`config.mk`:
```
export PLATFORM = sky130hd
export DESIGN_NAME = fmac_norm_pipe
export DESIGN_NICKNAME = d
export VERILOG_FILES = /design/src/rtl/fmac_norm_pipe.sv
export SDC_FILE = /design/constraint.sdc
export NUM_CORES = 1
export LEC_CHECK = 0
export BUFFER_PORTS_ARGS = -buffer_cell sky130_fd_sc_hd__buf_4
export CAP_MARGIN = 10
export CORE_MARGIN = 2
export CORE_UTILIZATION = 40
export CTS_CLUSTER_SIZE = 25
export DETAILED_ROUTE_END_ITERATION = 8
export PLACE_DENSITY_LB_ADDON = 0.1
export SYNTH_ARGS = -nofsm -noshare
export SYNTH_HDL_FRONTEND = slang
export SYNTH_SLANG_ARGS = --single-unit
```
`constraint.sdc`:
```
create_clock -name Clk_CI -period 5.11 [get_ports Clk_CI]
set_input_delay 0.511 -clock Clk_CI [delete_from_list [all_inputs] [get_ports Clk_CI]]
set_output_delay 0.511 -clock Clk_CI [all_outputs]
set_load 0.005 [all_outputs]
```
`src/rtl/fmac_norm_pipe.sv`:
```
// Two-stage FMAC normalizer: leading-zero count, exponent-clamped left shift,
// and extraction of mantissa/round/sticky under a valid/ready handshake.
module fmac_norm_pipe #(
  parameter int C_MANT = 23,
  parameter int C_EXP  = 8,
  localparam int W  = 3*C_MANT+5,
  localparam int LW = $clog2(W+1),
  localparam int EW = C_EXP+2+LW
) (
  input  logic                Clk_CI,
  input  logic                Rst_RI,
  input  logic                Valid_SI,
  output logic                Ready_SO,
  input  logic [W-1:0]        Sum_pos_DI,
  input  logic                Sign_DI,
  input  logic [C_EXP+1:0]    Exp_DI,
  input  logic                Minus_sticky_bit_SI,
  output logic                Valid_SO,
  input  logic                Ready_SI,
  output logic [C_MANT:0]     Mant_norm_DO,
  output logic                Round_bit_SO,
  output logic                Sticky_bit_SO,
  output logic [C_EXP+1:0]    Exp_norm_DO,
  output logic                Sign_SO,
  output logic                Denorm_SO,
  output logic                Zero_SO,
  output logic [LW-1:0]       Lzc_DO
);

  function automatic logic [LW-1:0] count_lz(input logic [W-1:0] v);
    count_lz = LW'(W);
    for (int i = 0; i < W; i++)
      if (v[i]) count_lz = LW'(W-1-i);
  endfunction

  logic v1, v2, adv1, adv2;

  logic [W-1:0]     s1_sum;
  logic             s1_sign, s1_sticky, s1_denorm, s1_zero;
  logic [C_EXP+1:0] s1_exp;
  logic [LW-1:0]    s1_sh, s1_lzc;

  logic [LW-1:0]    lzc_in, sh_in;
  logic [C_EXP+1:0] exp_m1;
  logic             denorm_in, zero_in;

  logic [W-1:0]     shifted;
  logic [C_MANT:0]  mant_nx;
  logic             round_nx, sticky_nx;
  logic [C_EXP+1:0] exp_nx;

  assign adv2     = ~v2 | Ready_SI;
  assign adv1     = ~v1 | adv2;
  assign Ready_SO = adv1;
  assign Valid_SO = v2;

  // The shift stops one short of the exponent so a denormal keeps exponent 1.
  always_comb begin
    lzc_in = count_lz(Sum_pos_DI);
    exp_m1 = '0;
    sh_in  = '0;
    if (!Exp_DI[C_EXP+1] && (Exp_DI != '0)) begin
      exp_m1 = Exp_DI - (C_EXP+2)'(1);
      if (EW'(lzc_in) <= EW'(exp_m1))
        sh_in = lzc_in;
      else
        sh_in = LW'(exp_m1);
    end
    denorm_in = (sh_in < lzc_in) && (Sum_pos_DI != '0);
    zero_in   = (Sum_pos_DI == '0) && !Minus_sticky_bit_SI;
  end

  always_comb begin
    shifted   = s1_sum << s1_sh;
    mant_nx   = shifted[W-1 -: C_MANT+1];
    round_nx  = shifted[W-2-C_MANT];
    sticky_nx = (|shifted[W-3-C_MANT:0]) | s1_sticky;
    exp_nx    = s1_zero ? '0 : (s1_exp - (C_EXP+2)'(s1_sh));
  end

  always_ff @(posedge Clk_CI) begin
    if (Rst_RI) begin
      v1            <= 1'b0;
      v2            <= 1'b0;
      s1_sum        <= '0;
      s1_sign       <= 1'b0;
      s1_sticky     <= 1'b0;
      s1_denorm     <= 1'b0;
      s1_zero       <= 1'b0;
      s1_exp        <= '0;
      s1_sh         <= '0;
      s1_lzc        <= '0;
      Mant_norm_DO  <= '0;
      Round_bit_SO  <= 1'b0;
      Sticky_bit_SO <= 1'b0;
      Exp_norm_DO   <= '0;
      Sign_SO       <= 1'b0;
      Denorm_SO     <= 1'b0;
      Zero_SO       <= 1'b0;
      Lzc_DO        <= '0;
    end else begin
      if (adv1) begin
        v1        <= Valid_SI;
        s1_sum    <= Sum_pos_DI;
        s1_sign   <= Sign_DI;
        s1_sticky <= Minus_sticky_bit_SI;
        s1_exp    <= Exp_DI;
        s1_sh     <= sh_in;
        s1_lzc    <= lzc_in;
        s1_denorm <= denorm_in;
        s1_zero   <= zero_in;
      end
      if (adv2) begin
        v2            <= v1;
        Mant_norm_DO  <= mant_nx;
        Round_bit_SO  <= round_nx;
        Sticky_bit_SO <= sticky_nx;
        Exp_norm_DO   <= exp_nx;
        Sign_SO       <= s1_sign;
        Denorm_SO     <= s1_denorm;
        Zero_SO       <= s1_zero;
        Lzc_DO        <= s1_lzc;
      end
    end
  end

endmodule

```
Word level (Yosys, flattened, before mapping) --
Cells that the tools add are included.
Storage, ports and cells: word-level logic and storage cells 114, output and inout port bits 48, bits in registers 150
Cells by class: add/sub/neg operators 2, mux-type cells 77, bitwise gates (word level) 5, reduce and logical (&&, ||, !) cells 9, $lt $le $gt $ge 2, shift-type cells 1
Operator list (number):
- $mux 7 | 75
- $logic_not 74->1 | 1
- $reduce_bool 74->1 | 1
- $shl 74x7->74 | 1
- $reduce_or 49->1 | 1
- $le 7x10->1 | 1
- $mux 10 | 1
- $reduce_bool 10->1 | 1
- $sub 10x1->10 const B | 1
- $sub 10x7->10 | 1
- $lt 7x7->1 | 1
- $logic_and 1x1->1 | 3
- $or 1x1->1 | 3
- $logic_not 1->1 | 2
- $mux 2 | 1
- $not 1->1 | 2

Longest topological paths before layout --
Gate-level depths: netlist of the first run.
depth after elaboration 79, mapped depth 25

Worst setup path after synthesis of the first run --
OpenSTA, ideal clock, no wires.
path type in2reg, start in Sum_pos_DI[6], end reg s1_denorm, cell stages on the path 20, library setup time 0.074 ns, required time 5.036 ns, arrival 4.519 ns, path buffers 1, setup slack 0.517 ns, cells stage by stage or4_1 > o21ai_0 > a21oi_1 > o21ai_0 > a31oi_1 > o21ai_0 > ha_1 > nand3_1 > o22ai_1 > a2111oi_2 > clkbuf_1 > nand2_1 > o21ai_0 > nor2_1 > ha_1 > and4_1 > a2111oi_0 > and3_1 > nand2b_1 > o21ai_0
Between the ends: cells in the longest elaborated chain, start to end 73, elaborated cells between the ends (all ways) 74, those cells by class order compare: 2; mux: 70; reduce/logical: 2
RTL lines:
- start: declaration | RTL line 14 | input logic [W-1:0] Sum_pos_DI,
- $mux 7 (68 in a row) | RTL line 33 | if (v[i]) count_lz = LW'(W-1-i);
- via lzc_in[2] | RTL line 43 | logic [LW-1:0] lzc_in, sh_in;
- $le 7x10->1 | RTL line 64 | if (EW'(lzc_in) <= EW'(exp_m1))
- $mux 7 | RTL line 64
- $mux 7 | RTL line 62 | if (!Exp_DI[C_EXP+1] && (Exp_DI != '0)) begin
- via sh_in[3] | RTL line 43
- $lt 7x7->1 | RTL line 69 | denorm_in = (sh_in < lzc_in) && (Sum_pos_DI != '0);
- $logic_and 1x1->1 | RTL line 69
- end signal: assignment | RTL line 110 | s1_denorm <= denorm_in;
- end: declaration | RTL line 39 | logic s1_sign, s1_sticky, s1_denorm, s1_zero;
The timed path passes the listed nets, and every way through them passes these cells. A chain may end at the register's enable or synchronous reset.

Final worst setup path of the first run --
Ends and elaborated chain as after synthesis.

==> results.md, run 1 <==
- Highest clock rate: ~210 MHz
- Count of buffers inserted at the top-level ports: between 100 and 150
- Element type at the critical path end: flip-flop
- Launch instance of the worst register-to-register path: s1_sh[1]
- Max-cap viol count: 0
- Weighted congestion reported at the end of routability-driven placement: between 0.9 and 1
- Post-layout net count: around 1700
- Most common cell after layout, fill and taps aside: sky130_fd_sc_hd__nand2_1
- Area of the core region: about 31000 sq um
- Area Overhead vs Synth: 16.90%
- Worst Path Arrival: around 5000 ps
- Worst skew pair latency: ~440 ps
- Met2 Track Usage GR: between 40 and 50%
- Maximum root-to-sink buffer count: 2
- Post-route fraction of the period consumed by the critical path: between 90% and 100%
- Clock Sink Count: 150
- Clock H-tree levels: 4
- Power density over the cells: around 230 nW/um^2
- Synth unique cells: 76
- Clock skew after layout: around 10 ps
- Max-slew violations: 0
- All-layer global routing usage: a little over a quarter
- Headroom to the max-slew limit: between 30% and 40%
- Filler Cells Inserted: 3069
- HPWL after detailed placement: 32740 um
- Count of cells along the worst hold path: 3
- Die Y-Extent: 180.0 um
- Post-Syn Area: 12380 sq um
- Antenna violations before repair: 0
- Hold Path Sink: v1
- Max VDD drop: 0.0002114 V
- Path type of the worst min-delay path: input port to flip-flop
- Most used flip-flop cell after synthesis: sky130_fd_sc_hd__dfxtp_1
- Post-synthesis net count: around 1600
- Hold Violations, Final: 0
- Hold_buf cts: 0
- Count of state elements after synthesis: 150
- Detailed-routing iteration count for the pre-antenna-repair pass: 6
- Total number of vias: roughly 12000
- Reg2Reg Setup Slack: 1060 ps
- Antenna Violating Nets Remaining: 0
- Finished Core Util: 47.45%
- Worst Setup Path Type: input port to flip-flop
- Worst-path clk slew: roughly 70 ps
- Kind of launch point of the worst setup path: input port
- Worst Path Required: roughly 5500 ps
- Std cell rows: between 60 and 70
- Met3 routing resource usage after global routing: ~3.3%
- Commonest non-fill, non-tap cells in the layout: 304 x sky130_fd_sc_hd__nand2_1, 201 x sky130_fd_sc_hd__buf_4, 156 x sky130_fd_sc_hd__a21oi_1
- Number of synthesized flops with an enable pin: 0
- Most Used Layer, Global Route: met1
- Setup repair after global routing missed its margin: false
- Maximum number of pins on one net before global-route repair: 72
- 1st-iter DRT viols: about 1200
- Met1 track utilization from global routing: about two fifths
- Result of the run: finished clean
- Overflow after GRT: 0
- Fraction of layout cells with a size suffix above 1: between 20% and 30%
- Transition time at the pin with the least slew margin: around 930 ps
- Critical register-to-register path endpoint: Sticky_bit_SO
- Post-synthesis sequential area ratio: approximately 24%
- Yosys warnings: 0
- Num CTS Buffers: 17
- Shortest clock period the worst path allows after layout: 4771 ps
- Crit path launch: Sum_pos_DI[6]
- Post-route DRC violation count: 0
- Setup-violating endpoint count in the final report: 0
- Post-DR vias/cell: around 6.0
- Post-synthesis async set-or-reset flop share: 0%
- Total wire length: around 43000 um
- Worst reg2reg path depth: 8
- Top-level port count: roughly 140
- Post-Synthesis Mean Instance Area: roughly 8.2 sq um
- Count of mapped cells out of synthesis: around 1500
- Die outline width: 180.0 um
- Lkg Pwr: ~5.5 nW
- Via count of the first global-routing pass: around 11000
- Root Driver: sky130_fd_sc_hd__clkbuf_16
- Accumulated negative setup slack: 0 ps
- Startpoint of the most critical hold path: Valid_SI
- DR WL/cell: about 21 um
- CTS tree: done
- Initial core utilization: 40.59%
- First-pass GRT wire length: slightly below 70000 um
- Antenna Diode Count: 0
- Overall die area: about 32000 sq um
- Maximum fanout along the worst path: 9
-- cell usage after synthesis, drive strengths merged (7+ instances only) --
cell type | n | area [sq um]
a211oi | 25 | 187.7
a21o | 8 | 60.06
a21oi | 156 | 780.8
a22oi | 14 | 105.1
a31oi | 8 | 50.05
and2 | 11 | 68.82
buf | 44 | 264.0
clkbuf | 75 | 281.5
dfxtp | 150 | 3003
ha | 22 | 275.3
inv | 35 | 131.4
mux2 | 46 | 518.0
mux2i | 64 | 640.6
mux4 | 94 | 2140
nand2 | 304 | 1141
nand2b | 11 | 68.82
nand3 | 16 | 80.08
nor2 | 131 | 491.7
nor2b | 11 | 68.82
nor3 | 40 | 200.2
nor4 | 26 | 162.7
o211ai | 14 | 105.1
o21a | 8 | 60.06
o21ai | 59 | 295.3
o22ai | 14 | 87.58
o311ai | 7 | 61.31
o31ai | 7 | 52.55
or2 | 7 | 43.79
or3 | 7 | 43.79
-- report_power, final --
part	leakage [nW]	internal (W)	switching (W)
Sequential	1.24	0.00123	0.0000885
Combinational	3.98	0.000337	0.000376
Clock	0.280	0.000745	0.000578
-- worst max-delay path by stage --
stage,end,depth (start not counted)
3_3_place_gp,s1_denorm,20
6_report,s1_denorm,20
5_1_grt,s1_denorm,21
4_1_cts,s1_denorm,21
3_5_place_dp,s1_denorm,20
2_1_floorplan,s1_denorm,20
-- critical path: stages --
cell and delay [ps]:
sky130_fd_sc_hd__buf_4 120, sky130_fd_sc_hd__or4_1 500, sky130_fd_sc_hd__o21ai_0 340, sky130_fd_sc_hd__a21oi_1 140, sky130_fd_sc_hd__o21ai_0 330, sky130_fd_sc_hd__a31oi_1 170, sky130_fd_sc_hd__o21ai_2 350, sky130_fd_sc_hd__ha_1 310
sky130_fd_sc_hd__nand3_1 90, sky130_fd_sc_hd__o22ai_1 80, sky130_fd_sc_hd__a2111oi_2 330, sky130_fd_sc_hd__buf_4 220, sky130_fd_sc_hd__mux2_2 360, sky130_fd_sc_hd__nor2_1 100, sky130_fd_sc_hd__ha_1 240, sky130_fd_sc_hd__and4_1 200
sky130_fd_sc_hd__a2111oi_0 360, sky130_fd_sc_hd__and3_1 220, sky130_fd_sc_hd__nand2b_1 50, sky130_fd_sc_hd__o21ai_0 120
-- repair_timing --
action | CTS | global route
gates resized for setup | 1 | 2
endpoints found under the setup margin | 1 | 1
setup buffers | 0 | 0
-- routing by layer --
metal,wire (um),vias to the layer above
li1,-,5825
met1,21050,5931
met2,19500,401
met3,2377,32
met4,531,0
met5,0,-
-- layout make-up --
cell class | instances | area, sq um | area share, %
Tap cell | 396 | 495.5 | 3.422
Sequential cell | 150 | 3014 | 20.82
Multi-Input combinational cell | 1213 | 8721 | 60.24
Clock inverter | 14 | 163.9 | 1.132
Timing Repair Buffer | 201 | 1509 | 10.42
Inverter | 36 | 135.1 | 0.9334
Clock buffer | 18 | 439.2 | 3.033
-- registers in the layout, summed over array words and instances, names as in the netlist --
| register | count |
|---|---|
| Lzc_DO | 7 |
| s1_denorm | 1 |
| s1_lzc | 7 |
| s1_sticky | 1 |
| Sticky_bit_SO | 1 |
| Round_bit_SO | 1 |
| s1_exp | 10 |
| s1_sh | 7 |
| s1_sum | 74 |
| Mant_norm_DO | 24 |
| v1 | 1 |
| Valid_SO | 1 |
| s1_zero | 1 |
| Sign_SO | 1 |
| Denorm_SO | 1 |
| Exp_norm_DO | 10 |
| Zero_SO | 1 |
| s1_sign | 1 |
-- kinds of logic after synthesis --
kind of cell    count (synthesis)  synth area share (%)
compound gates                383                 19.52
xor+xnor                        8                0.5658
fa+ha+maj                      23                 2.384
buf+inv                       155                 5.496
flops                         150                 24.25
mux                           204                 26.63
simple gates                  595                 21.16
-- stage by stage --
| step | cell area (sq um) | hold slack, ps | worst slack (ps) | cells | total power [W] |
|---|---|---|---|---|---|
| floorplan | 12380 | 428.9 | 516.8 | 1518 | 0.001747 |
| finish | 14480 | 286.7 | 338.5 | 2028 | 0.003359 |
| global route | 14480 | 285.4 | 28.10 | 2028 | 0.003496 |
| global placement | 13860 | 439.2 | -491.8 | 1996 | 0.002044 |
| CTS | 14470 | 270.3 | 134.0 | 2028 | 0.003373 |
| detailed placement | 13860 | 443.9 | -537.2 | 1996 | 0.002048 |
Power figures use the tool's default switching activity.
==> run 2: changes to the inputs <==
--- a/config.mk
+++ b/config.mk
@@ -5,12 +5,14 @@
 export SDC_FILE = /design/constraint.sdc
 export NUM_CORES = 1
 export LEC_CHECK = 0
+export ABC_CLOCK_PERIOD_IN_PS = 5110
 export BUFFER_PORTS_ARGS = -buffer_cell sky130_fd_sc_hd__buf_4
 export CAP_MARGIN = 10
 export CORE_MARGIN = 2
-export CORE_UTILIZATION = 40
+export CORE_UTILIZATION = 45
 export CTS_CLUSTER_SIZE = 25
 export DETAILED_ROUTE_END_ITERATION = 8
+export MAX_ROUTING_LAYER = met4
 export PLACE_DENSITY_LB_ADDON = 0.1
 export SYNTH_ARGS = -nofsm -noshare
 export SYNTH_HDL_FRONTEND = slang
==> results.md, run 2 (synthesized netlist as in run 1, its figures left out) <==
- Result of the run: finished clean (unchanged)
- HPWL after detailed placement: 31170 um (was 32740 um)
- Fraction of layout cells with a size suffix above 1: 23.65% (was 24.08%)
- Flip-flop count of the largest register after layout: 74 (unchanged)
- Max VDD drop: 0.0001563 V (was 0.0002114 V)
- Pint: 0.002361 W (was 0.002316 W)
- Total wire length: 41360 um (was 43460 um)
- Path type of the worst min-delay path: input port to flip-flop (unchanged)
- Fraction of power consumed by sequential logic: 38.7% (was 39.4%)
- Most common cell after layout, fill and taps aside: sky130_fd_sc_hd__nand2_1 (unchanged)
- Worst skew pair latency: 440 ps (about the same)
- Critical register-to-register path endpoint: Sticky_bit_SO (unchanged)
- Std cell rows: 60 (was 64)
- Antenna violations before repair: 0 (unchanged)
- Setup-violating endpoint count in the final report: 0 (unchanged)
- Max-slew violations: 0 (unchanged)
- Overflow after GRT: 0 (unchanged)
- Element type at the critical path end: flip-flop (unchanged)
- Post-layout net count: 1724 (was 1732)
- Die outline width: 169.9 um (was 180.0 um)
- Root Driver: sky130_fd_sc_hd__clkbuf_16 (unchanged)
- Transition time at the pin with the least slew margin: 1080 ps (was 929.1 ps)
- Hold Path Sink: v1 (unchanged)
- Area Overhead vs Synth: 16.13% (was 16.90%)
- Startpoint of the most critical hold path: Valid_SI (unchanged)
- Maximum fanout along the worst path: 6 (was 9)
- Critical-path cell list: buf_4 -> or4_1 -> o21ai_0 -> a21oi_1 -> o21ai_0 -> a31oi_1 -> o21ai_1 -> ha_1 -> nand3_1 -> o22ai_1 -> a2111oi_2 -> buf_4 -> mux2_2 -> nor2_1 -> ha_1 -> and4_1 -> a2111oi_0 -> and3_1 -> nand2b_1 -> o21ai_0 (was buf_4 -> or4_1 -> o21ai_0 -> a21oi_1 -> o21ai_0 -> a31oi_1 -> o21ai_2 -> ha_1 -> nand3_1 -> o22ai_1 -> a2111oi_2 -> buf_4 -> mux2_2 -> nor2_1 -> ha_1 -> and4_1 -> a2111oi_0 -> and3_1 -> nand2b_1 -> o21ai_0)
- Critical path buffer and inverter count: 2 (unchanged)
- Top-level port count: 138 (unchanged)
- Lkg Pwr: 5.502 nW (was 5.506 nW)
- Via count of the first global-routing pass: 11035 (was 11430)
- Post-route fraction of the period consumed by the critical path: 92.30% (was 93.38%)
- Area of all sequential standard cells: 3014 sq um (unchanged)
- Net switching share of the total power: 30.82% (was 31.05%)
- Accumulated negative setup slack: 0 ps (unchanged)
- Clock network power share: 40.7% (was 39.4%)
- Launch instance of the worst register-to-register path: s1_sh[2] (was s1_sh[1])
- Weighted congestion reported at the end of routability-driven placement: 0.9349 (was 0.9192)
- Filler Cells Inserted: 2612 (was 3069)
- Clock H-tree levels: 4 (unchanged)
- Worst Path Arrival: 5090 ps (was 5140 ps)
- Total area of multi-input combinational cells: 8716 sq um (was 8721 sq um)
- Max-cap viol count: 0 (unchanged)
- Overall die area: 28860 sq um (was 32380 sq um)
- Area of the core region: 26950 sq um (was 30510 sq um)
- Worst Setup Path Type: input port to flip-flop (unchanged)
- All-layer global routing usage: 29.71% (was 26.65%)
- Count of buffers inserted at the top-level ports: 137 (unchanged)
- Clock Sink Count: 150 (unchanged)
- Maximum root-to-sink buffer count: 2 (unchanged)
- Kind of launch point of the worst setup path: input port (unchanged)
- Die Y-Extent: 169.9 um (was 180.0 um)
- Worst-path clk slew: 80 ps (was 70 ps)
- CTS tree: done (unchanged)
- Post-route worst hold slack: 279.3 ps (was 286.7 ps)
- Worst Path Required: 5480 ps (about the same)
- Num CTS Buffers: 17 (unchanged)
- Combinational share of power: 20.6% (was 21.2%)
- Cell type with the highest occurrence count on the critical path: sky130_fd_sc_hd__o21ai_0 (unchanged)
- Initial core utilization: 45.95% (was 40.59%)
- Reg2Reg Setup Slack: 1310 ps (was 1060 ps)
- Total number of vias: 12178 (was 12189)
- Post-route DRC violation count: 0 (unchanged)
- DR WL/cell: 21.05 um (was 21.43 um)
- Antenna Violating Nets Remaining: 0 (unchanged)
- First-pass GRT wire length: 65000 um (was 68700 um)
- Post-DR vias/cell: 6.197 (was 6.010)
- Clock skew after layout: 12.63 ps (was 10.12 ps)
- Setup repair after global routing missed its margin: false (unchanged)
- Headroom to the max-slew limit: 28.03% (was 38.06%)
- Count of cells along the worst hold path: 3 (unchanged)
- Worst reg2reg path depth: 8 (unchanged)
- 1st-iter DRT viols: 1360 (was 1203)
- Detailed-routing iteration count for the pre-antenna-repair pass: 5 (was 6)
- Highest clock rate: 212.0 MHz (was 209.6 MHz)
- Stage delay of the slowest cell on the critical path: 500 ps (about the same)
- Critical path's slowest cell: sky130_fd_sc_hd__or4_1 (unchanged)
- Switching power: 0.001052 W (was 0.001043 W)
- Shortest clock period the worst path allows after layout: 4716 ps (was 4771 ps)
- Maximum number of pins on one net before global-route repair: 74 (was 72)
- Power density over the cells: 237.3 nW/um^2 (was 232.0 nW/um^2)
- Register bank with the most flops: s1_sum (unchanged)
- Regs by FF count: s1_sum x74, Mant_norm_DO x24 (unchanged)
- Commonest non-fill, non-tap cells in the layout: 304 x sky130_fd_sc_hd__nand2_1, 192 x sky130_fd_sc_hd__buf_4, 156 x sky130_fd_sc_hd__a21oi_1 (was 304 x sky130_fd_sc_hd__nand2_1, 201 x sky130_fd_sc_hd__buf_4, 156 x sky130_fd_sc_hd__a21oi_1)
- Antenna Diode Count: 0 (unchanged)
- Critical path's top delay family: compound AO/OA/AOI/OAI gates (unchanged)
- Hold Violations, Final: 0 (unchanged)
[run 2: changes by cell type in the layout (fill, tap and decap cells not counted)]
cell	change
sky130_fd_sc_hd__clkinvlp_4	-5
sky130_fd_sc_hd__clkbuf_8	-1
sky130_fd_sc_hd__clkinv_4	+1
sky130_fd_sc_hd__o21ai_2	-1
sky130_fd_sc_hd__clkinv_2	+1
sky130_fd_sc_hd__bufinv_16	+1
sky130_fd_sc_hd__buf_12	+1
sky130_fd_sc_hd__buf_4	-9
sky130_fd_sc_hd__and2_4	-1
sky130_fd_sc_hd__inv_8	+3
sky130_fd_sc_hd__o21ai_1	+1
sky130_fd_sc_hd__and2_2	+1
[run 2: worst min-delay path, stage by stage]
cell                     delay [ps]
sky130_fd_sc_hd__buf_4           80
sky130_fd_sc_hd__nor2_1          40
sky130_fd_sc_hd__nor2_1          70
[run 2: timing repair]
| item | CTS | global route |
|---|---|---|
| hold buffers | 0 | 0 |
| resized for setup | 0 | 2 |
| endpoints found under the setup margin | 0 | 1 |
| buffers inserted | 0 | 0 |
[run 2: how the worst max path moves through the flow]
stage	slack (ps)	depth (start not counted)	to	from
after CTS	50	21	s1_denorm	Sum_pos_DI[10]
final	390	20	s1_denorm	Sum_pos_DI[6]
after detailed placement	-410	21	s1_denorm	Sum_pos_DI[10]
after floorplan	520	20	s1_denorm	Sum_pos_DI[6]
after global placement	-530	21	s1_denorm	Sum_pos_DI[10]
after global routing	50	21	s1_denorm	Sum_pos_DI[6]
[run 2: per-layer routing]
metal	part of all wire [%]	up-vias	track usage (%)
li1	-	5825	-
met1	47	5849	43.44
met2	45	470	43.80
met3	6.7	34	4.233
met4	1.2	0	6.280
met5	0	-	-
[run 2: area by class of cell]
class,count,share of cell area [%]
repair buffers,193,10.16
clock buffers,17,2.958
flip-flops and latches,150,20.96
well taps,341,2.967
multi-input cells,1213,60.60
clock inverters,15,1.418
inverters,36,0.9395
[run 2: power groups by stage]
stage / Combinational [W] / Clock (W) / Sequential (W)
global route: 0.000763 / 0.00145 / 0.00133
detailed placement: 0.000689 / 0 / 0.00135
finish: 0.000702 / 0.00139 / 0.00132
floorplan: 0.000439 / 0 / 0.00131
global placement: 0.000688 / 0 / 0.00134
CTS: 0.000693 / 0.00141 / 0.00132
[run 2: per-stage QoR]
step	total power, W	setup WS, ps	utilization (%)	instances	cell area, sq um
CTS	0.003416	50.11	53.34	1965	14380
global route	0.003543	51.89	53.37	1965	14380
detailed placement	0.002034	-407.3	51.01	1933	13750
floorplan	0.001747	516.8	-	1518	12380
global placement	0.002031	-527.7	51.01	1933	13750
finish	0.003413	393.5	53.37	1965	14380
